### src/rtl/j11_pkg.sv
// Shared definitions for the J11 DMA arbiter: bus widths, FSM encoding
// and a one-hot to index helper.
package j11_pkg;

    localparam int ADDR_W = 18;
    localparam int DATA_W = 16;

    typedef enum logic {
        IDLE = 1'b0,
        BUSY = 1'b1
    } state_t;

    // Convert a one-hot vector (up to 8 requesters) to a binary index.
    function automatic logic [2:0] oh2idx(input logic [7:0] oh);
        logic [2:0] idx;
        idx = '0;
        for (int i = 0; i < 8; i++) begin
            if (oh[i]) begin
                idx = idx | 3'(i);
            end
        end
        return idx;
    endfunction

endpackage

### src/rtl/j11_dma_arb_if.sv
// Requester-side and downstream-side signals of the J11 DMA arbiter.
// The arbiter uses the master modport; the surrounding system uses slave.
interface j11_dma_arb_if #(
    parameter int NREQ = 4
);
    import j11_pkg::*;

    // requester side
    logic [NREQ-1:0]        mreq;
    logic [NREQ-1:0]        mwr;
    logic [ADDR_W*NREQ-1:0] maddr;
    logic [DATA_W*NREQ-1:0] mwdata;
    logic [NREQ-1:0]        mack;
    logic [DATA_W-1:0]      mrdata;
    logic                   merr;
    logic [NREQ-1:0]        gnt;

    // downstream side
    logic                   dreq;
    logic                   dwr;
    logic [ADDR_W-1:0]      daddr;
    logic [DATA_W-1:0]      dwdata;
    logic                   dack;
    logic [DATA_W-1:0]      drdata;
    logic                   derr;

    modport master (
        input  mreq, mwr, maddr, mwdata, dack, drdata, derr,
        output mack, mrdata, merr, gnt, dreq, dwr, daddr, dwdata
    );

    modport slave (
        output mreq, mwr, maddr, mwdata, dack, drdata, derr,
        input  mack, mrdata, merr, gnt, dreq, dwr, daddr, dwdata
    );

endinterface

### src/rtl/j11_rr_pick.sv
// Combinational round-robin picker: first set pend bit at or above rrptr,
// wrapping to the lowest set bit when nothing at or above rrptr is pending.
module j11_rr_pick #(
    parameter  int NREQ  = 4,
    localparam int IDX_W = $clog2(NREQ)
) (
    input  logic [NREQ-1:0]  pend,
    input  logic [IDX_W-1:0] rrptr,
    output logic             valid,
    output logic [NREQ-1:0]  grant
);

    logic [NREQ-1:0] mask;
    logic [NREQ-1:0] masked;

    // Lowest set bit of the masked vector, else lowest set bit overall.
    always_comb begin
        mask   = {NREQ{1'b1}} << rrptr;
        masked = pend & mask;
        valid  = |pend;
        if (|masked) begin
            grant = masked & (~masked + 1'b1);
        end else begin
            grant = pend & (~pend + 1'b1);
        end
    end

endmodule

### src/rtl/j11_dma_arb.sv
// J11 DMA arbiter: captures per-requester single-cycle requests, grants them
// round-robin onto one downstream port and returns a completion pulse.
// Optional feature macro: J11_DMA_ARB_TIMEOUT_EN (abort when dack never comes).
module j11_dma_arb
    import j11_pkg::*;
#(
    parameter int NREQ    = 4,
    parameter int TIMEOUT = 255
) (
    input  logic             clk,
    input  logic             rst,
    j11_dma_arb_if.master    bus
);

    localparam int IDX_W = $clog2(NREQ);

    state_t              state_q, state_d;
    logic [NREQ-1:0]     pend_q, pend_d;
    logic [IDX_W-1:0]    rrptr_q, rrptr_d;
    logic [NREQ-1:0]     gnt_q, gnt_d;
    logic [NREQ-1:0]     mack_q, mack_d;
    logic                dreq_q, dreq_d;
    logic [DATA_W-1:0]   mrdata_q, mrdata_d;
    logic                merr_q, merr_d;
    logic                dwr_q, dwr_d;
    logic [ADDR_W-1:0]   daddr_q, daddr_d;
    logic [DATA_W-1:0]   dwdata_q, dwdata_d;

    // captured request fields, one slot per requester
    logic                cap_wr_q   [NREQ];
    logic                cap_wr_d   [NREQ];
    logic [ADDR_W-1:0]   cap_addr_q [NREQ];
    logic [ADDR_W-1:0]   cap_addr_d [NREQ];
    logic [DATA_W-1:0]   cap_data_q [NREQ];
    logic [DATA_W-1:0]   cap_data_d [NREQ];

    logic [NREQ-1:0]     cap_en;
    logic [NREQ-1:0]     grant_now;
    logic                pick_valid;
    logic [NREQ-1:0]     pick_gnt;
    logic [7:0]          pick_gnt_pad;
    logic [IDX_W-1:0]    pick_idx;

`ifdef J11_DMA_ARB_TIMEOUT_EN
    localparam int CNT_W = $clog2(TIMEOUT + 1);
    logic [CNT_W-1:0]    cnt_q, cnt_d;
`else
    localparam int TIMEOUT_UNUSED = TIMEOUT;
`endif

    j11_rr_pick #(.NREQ(NREQ)) u_pick (
        .pend  (pend_q),
        .rrptr (rrptr_q),
        .valid (pick_valid),
        .grant (pick_gnt)
    );

    // Binary index of the picked requester.
    always_comb begin
        pick_gnt_pad             = '0;
        pick_gnt_pad[NREQ-1:0]   = pick_gnt;
        pick_idx                 = IDX_W'(oh2idx(pick_gnt_pad));
    end

    // Field capture: a new request loads its slot unless one is already
    // pending; the slot being granted this cycle is free again.
    for (genvar gi = 0; gi < NREQ; gi++) begin : g_cap
        assign cap_wr_d[gi]   = cap_en[gi] ? bus.mwr[gi] : cap_wr_q[gi];
        assign cap_addr_d[gi] = cap_en[gi] ? bus.maddr[ADDR_W*gi +: ADDR_W]
                                           : cap_addr_q[gi];
        assign cap_data_d[gi] = cap_en[gi] ? bus.mwdata[DATA_W*gi +: DATA_W]
                                           : cap_data_q[gi];
    end

    // Next-state, grant and completion logic.
    always_comb begin
        state_d   = state_q;
        rrptr_d   = rrptr_q;
        gnt_d     = gnt_q;
        mack_d    = '0;
        dreq_d    = 1'b0;
        mrdata_d  = mrdata_q;
        merr_d    = merr_q;
        dwr_d     = dwr_q;
        daddr_d   = daddr_q;
        dwdata_d  = dwdata_q;
        grant_now = '0;
`ifdef J11_DMA_ARB_TIMEOUT_EN
        cnt_d     = cnt_q;
`endif
        case (state_q)
            IDLE: begin
                if (pick_valid) begin
                    state_d   = BUSY;
                    grant_now = pick_gnt;
                    gnt_d     = pick_gnt;
                    dreq_d    = 1'b1;
                    dwr_d     = cap_wr_q[pick_idx];
                    daddr_d   = cap_addr_q[pick_idx];
                    dwdata_d  = cap_data_q[pick_idx];
                    rrptr_d   = (int'(pick_idx) == NREQ - 1) ? '0 : pick_idx + 1'b1;
`ifdef J11_DMA_ARB_TIMEOUT_EN
                    cnt_d     = CNT_W'(TIMEOUT);
`endif
                end
            end
            BUSY: begin
                // dack in the dreq cycle belongs to nothing and is dropped
                if (bus.dack && !dreq_q) begin
                    mack_d   = gnt_q;
                    mrdata_d = bus.drdata;
                    merr_d   = bus.derr;
                    gnt_d    = '0;
                    state_d  = IDLE;
                end
`ifdef J11_DMA_ARB_TIMEOUT_EN
                else if (cnt_q == '0) begin
                    mack_d   = gnt_q;
                    mrdata_d = '0;
                    merr_d   = 1'b1;
                    gnt_d    = '0;
                    state_d  = IDLE;
                end else begin
                    cnt_d    = cnt_q - 1'b1;
                end
`endif
            end
            default: state_d = IDLE;
        endcase

        // set beats clear when a requester re-requests as it is granted
        cap_en = bus.mreq & (~pend_q | grant_now);
        pend_d = (pend_q & ~grant_now) | cap_en;
    end

    // State and datapath registers.
    always_ff @(posedge clk) begin
        if (rst) begin
            state_q  <= IDLE;
            pend_q   <= '0;
            rrptr_q  <= '0;
            gnt_q    <= '0;
            mack_q   <= '0;
            dreq_q   <= 1'b0;
            mrdata_q <= '0;
            merr_q   <= 1'b0;
            dwr_q    <= 1'b0;
            daddr_q  <= '0;
            dwdata_q <= '0;
`ifdef J11_DMA_ARB_TIMEOUT_EN
            cnt_q    <= '0;
`endif
            for (int i = 0; i < NREQ; i++) begin
                cap_wr_q[i]   <= 1'b0;
                cap_addr_q[i] <= '0;
                cap_data_q[i] <= '0;
            end
        end else begin
            state_q  <= state_d;
            pend_q   <= pend_d;
            rrptr_q  <= rrptr_d;
            gnt_q    <= gnt_d;
            mack_q   <= mack_d;
            dreq_q   <= dreq_d;
            mrdata_q <= mrdata_d;
            merr_q   <= merr_d;
            dwr_q    <= dwr_d;
            daddr_q  <= daddr_d;
            dwdata_q <= dwdata_d;
`ifdef J11_DMA_ARB_TIMEOUT_EN
            cnt_q    <= cnt_d;
`endif
            for (int i = 0; i < NREQ; i++) begin
                cap_wr_q[i]   <= cap_wr_d[i];
                cap_addr_q[i] <= cap_addr_d[i];
                cap_data_q[i] <= cap_data_d[i];
            end
        end
    end

    assign bus.mack   = mack_q;
    assign bus.mrdata = mrdata_q;
    assign bus.merr   = merr_q;
    assign bus.gnt    = gnt_q;
    assign bus.dreq   = dreq_q;
    assign bus.dwr    = dwr_q;
    assign bus.daddr  = daddr_q;
    assign bus.dwdata = dwdata_q;

endmodule

### src/flat_wrapper.sv
// flat-port wrapper written by rule: the top's interface ports become plain ports
module j11_dma_arb_flat import j11_pkg::*;
#(
    parameter int NREQ    = 4,
    parameter int TIMEOUT = 255
)
  (clk, rst, bus_mreq, bus_mwr, bus_maddr, bus_mwdata, bus_dack, bus_drdata, bus_derr, bus_mack, bus_mrdata, bus_merr, bus_gnt, bus_dreq, bus_dwr, bus_daddr, bus_dwdata);
  j11_dma_arb_if #(.NREQ(NREQ)) bus_i ();
  input  logic clk;
  input  logic rst;
  input wire logic [$bits(bus_i.mreq)-1:0] bus_mreq;
  input wire logic [$bits(bus_i.mwr)-1:0] bus_mwr;
  input wire logic [$bits(bus_i.maddr)-1:0] bus_maddr;
  input wire logic [$bits(bus_i.mwdata)-1:0] bus_mwdata;
  input wire logic [$bits(bus_i.dack)-1:0] bus_dack;
  input wire logic [$bits(bus_i.drdata)-1:0] bus_drdata;
  input wire logic [$bits(bus_i.derr)-1:0] bus_derr;
  output wire logic [$bits(bus_i.mack)-1:0] bus_mack;
  output wire logic [$bits(bus_i.mrdata)-1:0] bus_mrdata;
  output wire logic [$bits(bus_i.merr)-1:0] bus_merr;
  output wire logic [$bits(bus_i.gnt)-1:0] bus_gnt;
  output wire logic [$bits(bus_i.dreq)-1:0] bus_dreq;
  output wire logic [$bits(bus_i.dwr)-1:0] bus_dwr;
  output wire logic [$bits(bus_i.daddr)-1:0] bus_daddr;
  output wire logic [$bits(bus_i.dwdata)-1:0] bus_dwdata;
  assign bus_i.mreq = bus_mreq;
  assign bus_i.mwr = bus_mwr;
  assign bus_i.maddr = bus_maddr;
  assign bus_i.mwdata = bus_mwdata;
  assign bus_i.dack = bus_dack;
  assign bus_i.drdata = bus_drdata;
  assign bus_i.derr = bus_derr;
  assign bus_mack = bus_i.mack;
  assign bus_mrdata = bus_i.mrdata;
  assign bus_merr = bus_i.merr;
  assign bus_gnt = bus_i.gnt;
  assign bus_dreq = bus_i.dreq;
  assign bus_dwr = bus_i.dwr;
  assign bus_daddr = bus_i.daddr;
  assign bus_dwdata = bus_i.dwdata;
  j11_dma_arb #(.NREQ(NREQ), .TIMEOUT(TIMEOUT)) u_core (.clk(clk), .rst(rst), .bus(bus_i));
endmodule
### config.mk
export PLATFORM = sky130hd
export DESIGN_NAME = j11_dma_arb_flat
export DESIGN_NICKNAME = d
export VERILOG_FILES = /design/src/rtl/j11_pkg.sv /design/src/rtl/j11_dma_arb_if.sv /design/src/rtl/j11_rr_pick.sv /design/src/rtl/j11_dma_arb.sv /design/src/flat_wrapper.sv
export SDC_FILE = /design/constraint.sdc
export NUM_CORES = 1
export LEC_CHECK = 0
export CAP_MARGIN = 20
export CORE_ASPECT_RATIO = 0.75
export CORE_UTILIZATION = 40
export DETAILED_ROUTE_END_ITERATION = 6
export GPL_TIMING_DRIVEN = 0
export PLACE_DENSITY = 0.74
export SLEW_MARGIN = 20
export SYNTH_ARGS = -nofsm -noshare
export SYNTH_HDL_FRONTEND = slang
export SYNTH_SLANG_ARGS = --single-unit
### constraint.sdc
create_clock -name clk -period 3 [get_ports clk]
set_clock_uncertainty 0.1 [all_clocks]
set_input_delay 0.6 -clock clk [delete_from_list [all_inputs] [get_ports clk]]
set_output_delay 0.6 -clock clk [all_outputs]
set_load 0.02 [all_outputs]
Yosys cells after proc, flatten, opt, wreduce, memory -nomap -nowiden
Memory sizes are Yosys's and may differ from the RTL's. A register that Yosys moved wholly into a read port is not among the register bits.
Cells that the tools add are included.

word-level totals
  register bits = 33
  bits in latches = 0
  bits in writable memories = 140
  ROM bits = 0
  output and inout port bits = 61
  logic and storage cells = 99
  memories = 3

memories
  memory             words  width  rd ports  clocked after Yosys merged registers in  write ports  RTL line           RTL
  u_core.cap_addr_q  4      18     1         1                                        4            j11_dma_arb.sv:32  logic [ADDR_W-1:0] cap_addr_q [NREQ];
  u_core.cap_data_q  4      16     1         1                                        4            j11_dma_arb.sv:34  logic [DATA_W-1:0] cap_data_q [NREQ];
  u_core.cap_wr_q    4      1      1         1                                        4            j11_dma_arb.sv:30  logic cap_wr_q [NREQ];

operators by class
  add/sub/neg operators = 3
  multipliers = 0
  divide/modulo/power cells = 0
  magnitude comparators = 0
  eq/ne operators = 7
  shifts and indexed selects = 1
  multiplexer cells = 40
  bitwise logic cells = 24
  reductions and logical operators = 13

operators with widths
  kind                                                                      count
  18-bit 2-to-1 mux                                                         8
  16-bit 2-to-1 mux                                                         8
  4-bit bitwise AND                                                         5
  4-bit 2-to-1 mux                                                          5
  1-bit 2-to-1 mux                                                          14
  2-bit AND reduction                                                       7
  4-bit inverter                                                            3
  1-bit bitwise OR                                                          12
  4-bit by 1-bit adder with 4-bit output (second input constant)            2
  4-bit bitwise OR                                                          2
  4-bit one-hot mux with 2 select lines                                     1
  4-bit OR reduction                                                        2
  2-bit 2-to-1 mux                                                          3
  1-bit inequality test (second input constant)                             4
  4-bit by 2-bit << shifter with 4-bit output (first input constant)        1
  3-bit OR reduction                                                        1
  2-bit by 1-bit adder with 2-bit output (second input constant)            1
  2-bit by 1-bit == test with 1-bit output (second input constant)          1
  2-bit by 1-bit inequality test with 1-bit output (second input constant)  1
  2-bit inequality test (second input constant)                             1
  1-bit inverter                                                            2
  1-bit one-hot mux with 2 select lines                                     1
  2-bit OR reduction                                                        1
  1-bit logical AND                                                         1
  1-bit logical NOT                                                         1

Logic depth before layout (Yosys ltp)
  word-level depth = 13
  depth in mapped cells = 8

By module
A second synthesis with hierarchy kept.

unflattened totals
  cells, all modules = 706
  area, all modules = 8858.5 µm²

by module, submodules not included
  module       instances  cells an instance  area an instance (µm²)  sequential area each (µm²)
  j11_dma_arb  1          685                8740.9                  5565.3
  j11_rr_pick  1          21                 117.6                   0.0

Worst setup path before layout
No wires, ideal clock.

  path type = register to register
  start point = reg u_core.pend_q[3]
  end point = mem u_core.cap_addr_q[2][0], enable pin
  library setup time = 391 ps
  arrival time = 2245 ps
  path slack = 264 ps
  cell stages (with the launch flop) = 8
  buffers on the path = 2
  clock period less this slack = 2736 ps
  path through = dfxtp_1 buf_2 or2_2 a21oi_1 o21ai_1 o21ai_2 clkbuf_1 a21o_1

RTL lines
  item                      RTL line            RTL
  start: declaration        j11_dma_arb.sv:18   logic [NREQ-1:0] pend_q, pend_d;
  start signal: assignment  j11_dma_arb.sv:160  pend_q <= pend_d;
  end: declaration          j11_dma_arb.sv:32

==> summary.txt <==
Finished Core Util -> 57.2%
Syn Nets -> 910
global-route wire length before repair -> 39.2 mm
worst vdd ir -> 0.000389 V
full die area -> 22,500 µm²
CP cell instances -> clkdlybuf4s50_1 > clkbuf_1 > buf_1 > a21o_2
clk_lat worst skew -> 0.51 ns
Die Width -> 173 µm
Post-synth EDFFs -> 140
Port Buffers -> 224
Sw Share -> 26.7%
Routed WL per cell -> 20.7 µm
Residual DRC -> 0
RSZ-0062 raised after global routing -> no
slowest CP cell -> a21o_2
most numerous cell in the Yosys netlist -> edfxtp_1
Crit. End Element -> register
WS Path Type -> input pin to register
Synth top cells by count -> 140 x edfxtp_1, 109 x nand2_1, 105 x and2_1
largest net degree at the start of global routing -> 36
WP data arrival -> 2.95 ns
gr ovfl total -> 0
GPL Wtd Cong -> 0.875
Top FF cell, synth -> edfxtp_1
max frequency -> 343 MHz
Max-cap violations -> 0
CTS buffer count -> 22
sequential-to-total area share from yosys stat -> 63.5%
Synth area leaders -> edfxtp_1 48%, dfxtp_1 16%, and2_1 7.5%
synth warn -> 0
share of layout cells above drive strength 1 -> 9.49%
number of gates resized after cts -> 1
met2 WL -> 11.6 mm
Core Region -> 21,300 µm²
Async S/R FF share, synth -> 0%
minimum clock period -> 2.92 ns
Initial Util -> 41.2%
Yosys top cell by area -> edfxtp_1
Crit Path Max Fanout -> 35
Vias/cell -> 5.28
Synth top area share -> 47.9%
met3 WL -> 2.73 mm
vias in the first global route -> 6,453
CTS tree -> done
Design Power -> 0.00787 W
Slew headroom -> 44.0%
Hold Violations, Final -> 0
slowest cell delay on critical path -> 0.72 ns
CP required -> 3.03 ns
vias post-DR -> 6,862
Hold-fix buffers, CTS -> 0
Mapped Area -> 8770 µm²
FF+latch count, synth -> 208
Setup WS pre-CTS -> -0.400 ns
Sink Count -> 208
Clock Power Share -> 35.9%
final hold slack -> 0.355 ns
Die Ht -> 130 µm
initial antenna violation count -> 0
Cell Rows -> 46
HP Class -> register to register
Final WS setup -> 0.0814 ns
clk slew on worst S/H paths -> 0.06 ns
internal power -> 0.00577 W
LEAKAGE -> 4.58 nW
Cell Pwr Density -> 646 nW/µm²
total track usage -> 23.3%
CTS root buf -> clkbuf_16
FF-to-FF setup slack -> 0.26 ns
Max Slew Vio Count -> 0
Detailed Routing Iterations Pass 1 -> 5
DR top layer -> met4
combinational power share -> 20.1%
initial DRC count -> 782
Final period util -> 97.3%
sequential power share -> 44.0%
setup violators final -> 0
Tightest Pin Transition -> 0.838 ns
number of setup buffers added after CTS -> 0
fill cell count -> 1,809
M1 WL -> 12.1 mm
ANT nets after route -> 0
DP Wirelength -> 19.5 mm
Worst setup SP type -> input pin
Clock H-tree levels -> 1
Routed WL -> 26.9 mm
# diodes -> 0
# IOs -> 225
Area growth syn-to-layout -> 38.9%
setup tns final -> 0 ns
synth unique cells -> 45
sw power -> 0.00210 W
CTS Buffer Depth -> 3
Mapped Cells -> 746
layout net count -> 1,160
syn_area_per_cell -> 11.8 µm²
run status -> complete, no violations
[sequential cells by signal, indices dropped and copies added, names as in the netlist, 2 cells and up]
name / flops
u_core.cap_addr_q: 72
u_core.bus.mack: 4
u_core.cap_wr_q: 4
u_core.bus.dwdata: 16
u_core.bus.mrdata: 16
u_core.pend_q: 4
u_core.rrptr_q: 2
u_core.cap_data_q: 64
u_core.bus.daddr: 18
u_core.bus.gnt: 4
[per-layer routing]
| layer | up-vias | track usage [%] |
|---|---|---|
| met5 | - | 0 |
| met4 | 0 | 4.53 |
| met3 | 31 | 7.02 |
| met2 | 333 | 35.3 |
| met1 | 3285 | 33.1 |
| li1 | 3213 | - |
[worst max-delay path: cells and delay by family]
kind	cells	cell delay, ns
AO/OA/AOI/OAI	1	0.72
buffers and inverters	3	1.59
[cell usage in the layout (no fill, tap or decap), types with 2 or more instances in the layout]
cell / instances
a211oi_1: 2
a211oi_2: 2
a21o_2: 3
a21oi_1: 28
a311oi_1: 25
a311oi_2: 11
a31o_1: 35
and2_1: 105
and3_1: 35
buf_12: 2
buf_2: 20
buf_4: 3
buf_6: 6
bufinv_16: 3
clkbuf_1: 32
clkbuf_16: 24
clkdlybuf4s50_1: 224
clkinv_1: 4
clkinv_2: 5
dfxtp_1: 68
edfxtp_1: 140
inv_1: 7
nand2_1: 109
nor2_1: 44
nor2_2: 2
nor3b_1: 4
o21ai_1: 5
o22ai_1: 35
o2bb2ai_1: 2
or2_2: 3
[power groups by stage]
stage                     combinational, W  clock, W  sequential [W]
after global routing               0.00168   0.00297         0.00349
after floorplan                   0.000714         0         0.00361
after global placement             0.00153         0         0.00352
after detailed placement           0.00156         0         0.00352
after CTS                          0.00157   0.00287         0.00346
final                              0.00158   0.00283         0.00346
[stage by stage]
stage | instances | cell area (µm²)
3_3_place_gp | 1258 | 11400
4_1_cts | 1300 | 12200
6_report | 1300 | 12200
3_5_place_dp | 1260 | 11400
5_1_grt | 1300 | 12200
2_1_floorplan | 746 | 8770
[kinds of logic (layout without fill, tap and decap cells)]
| group | count (synthesis) | in the layout | share of synthesized area (%) |
|---|---|---|---|
| mux | 1 | 1 | 0.157 |
| simple gates | 309 | 309 | 17.9 |
| flops | 208 | 208 | 63.5 |
| buf+inv | 68 | 334 | 3.84 |
| compound gates | 160 | 160 | 14.7 |
[final timing paths]
kind              cells past startpoint                 endpoint                  from
setup / recovery                      4  u_core.cap_data_q[1][8]                   rst
hold / removal                        2     u_core.bus.mrdata[2]  u_core.bus.mrdata[2]
hold reg to reg                       2     u_core.bus.mrdata[2]  u_core.bus.mrdata[2]
setup reg to reg                      7  u_core.cap_addr_q[2][7]      u_core.pend_q[3]
[final cells by class]
type,instances,area [µm²],share of cell area (%)
timing repair buffer,226,2280,18.7
multi-input combinational,470,2880,23.6
clock buffer,27,616,5.05
inverter,8,30.0,0.247
tap,288,360,2.96
buffer,60,307,2.52
clock inverter,13,139,1.14
sequential,208,5570,45.7
(Power assumes the default switching activity.)
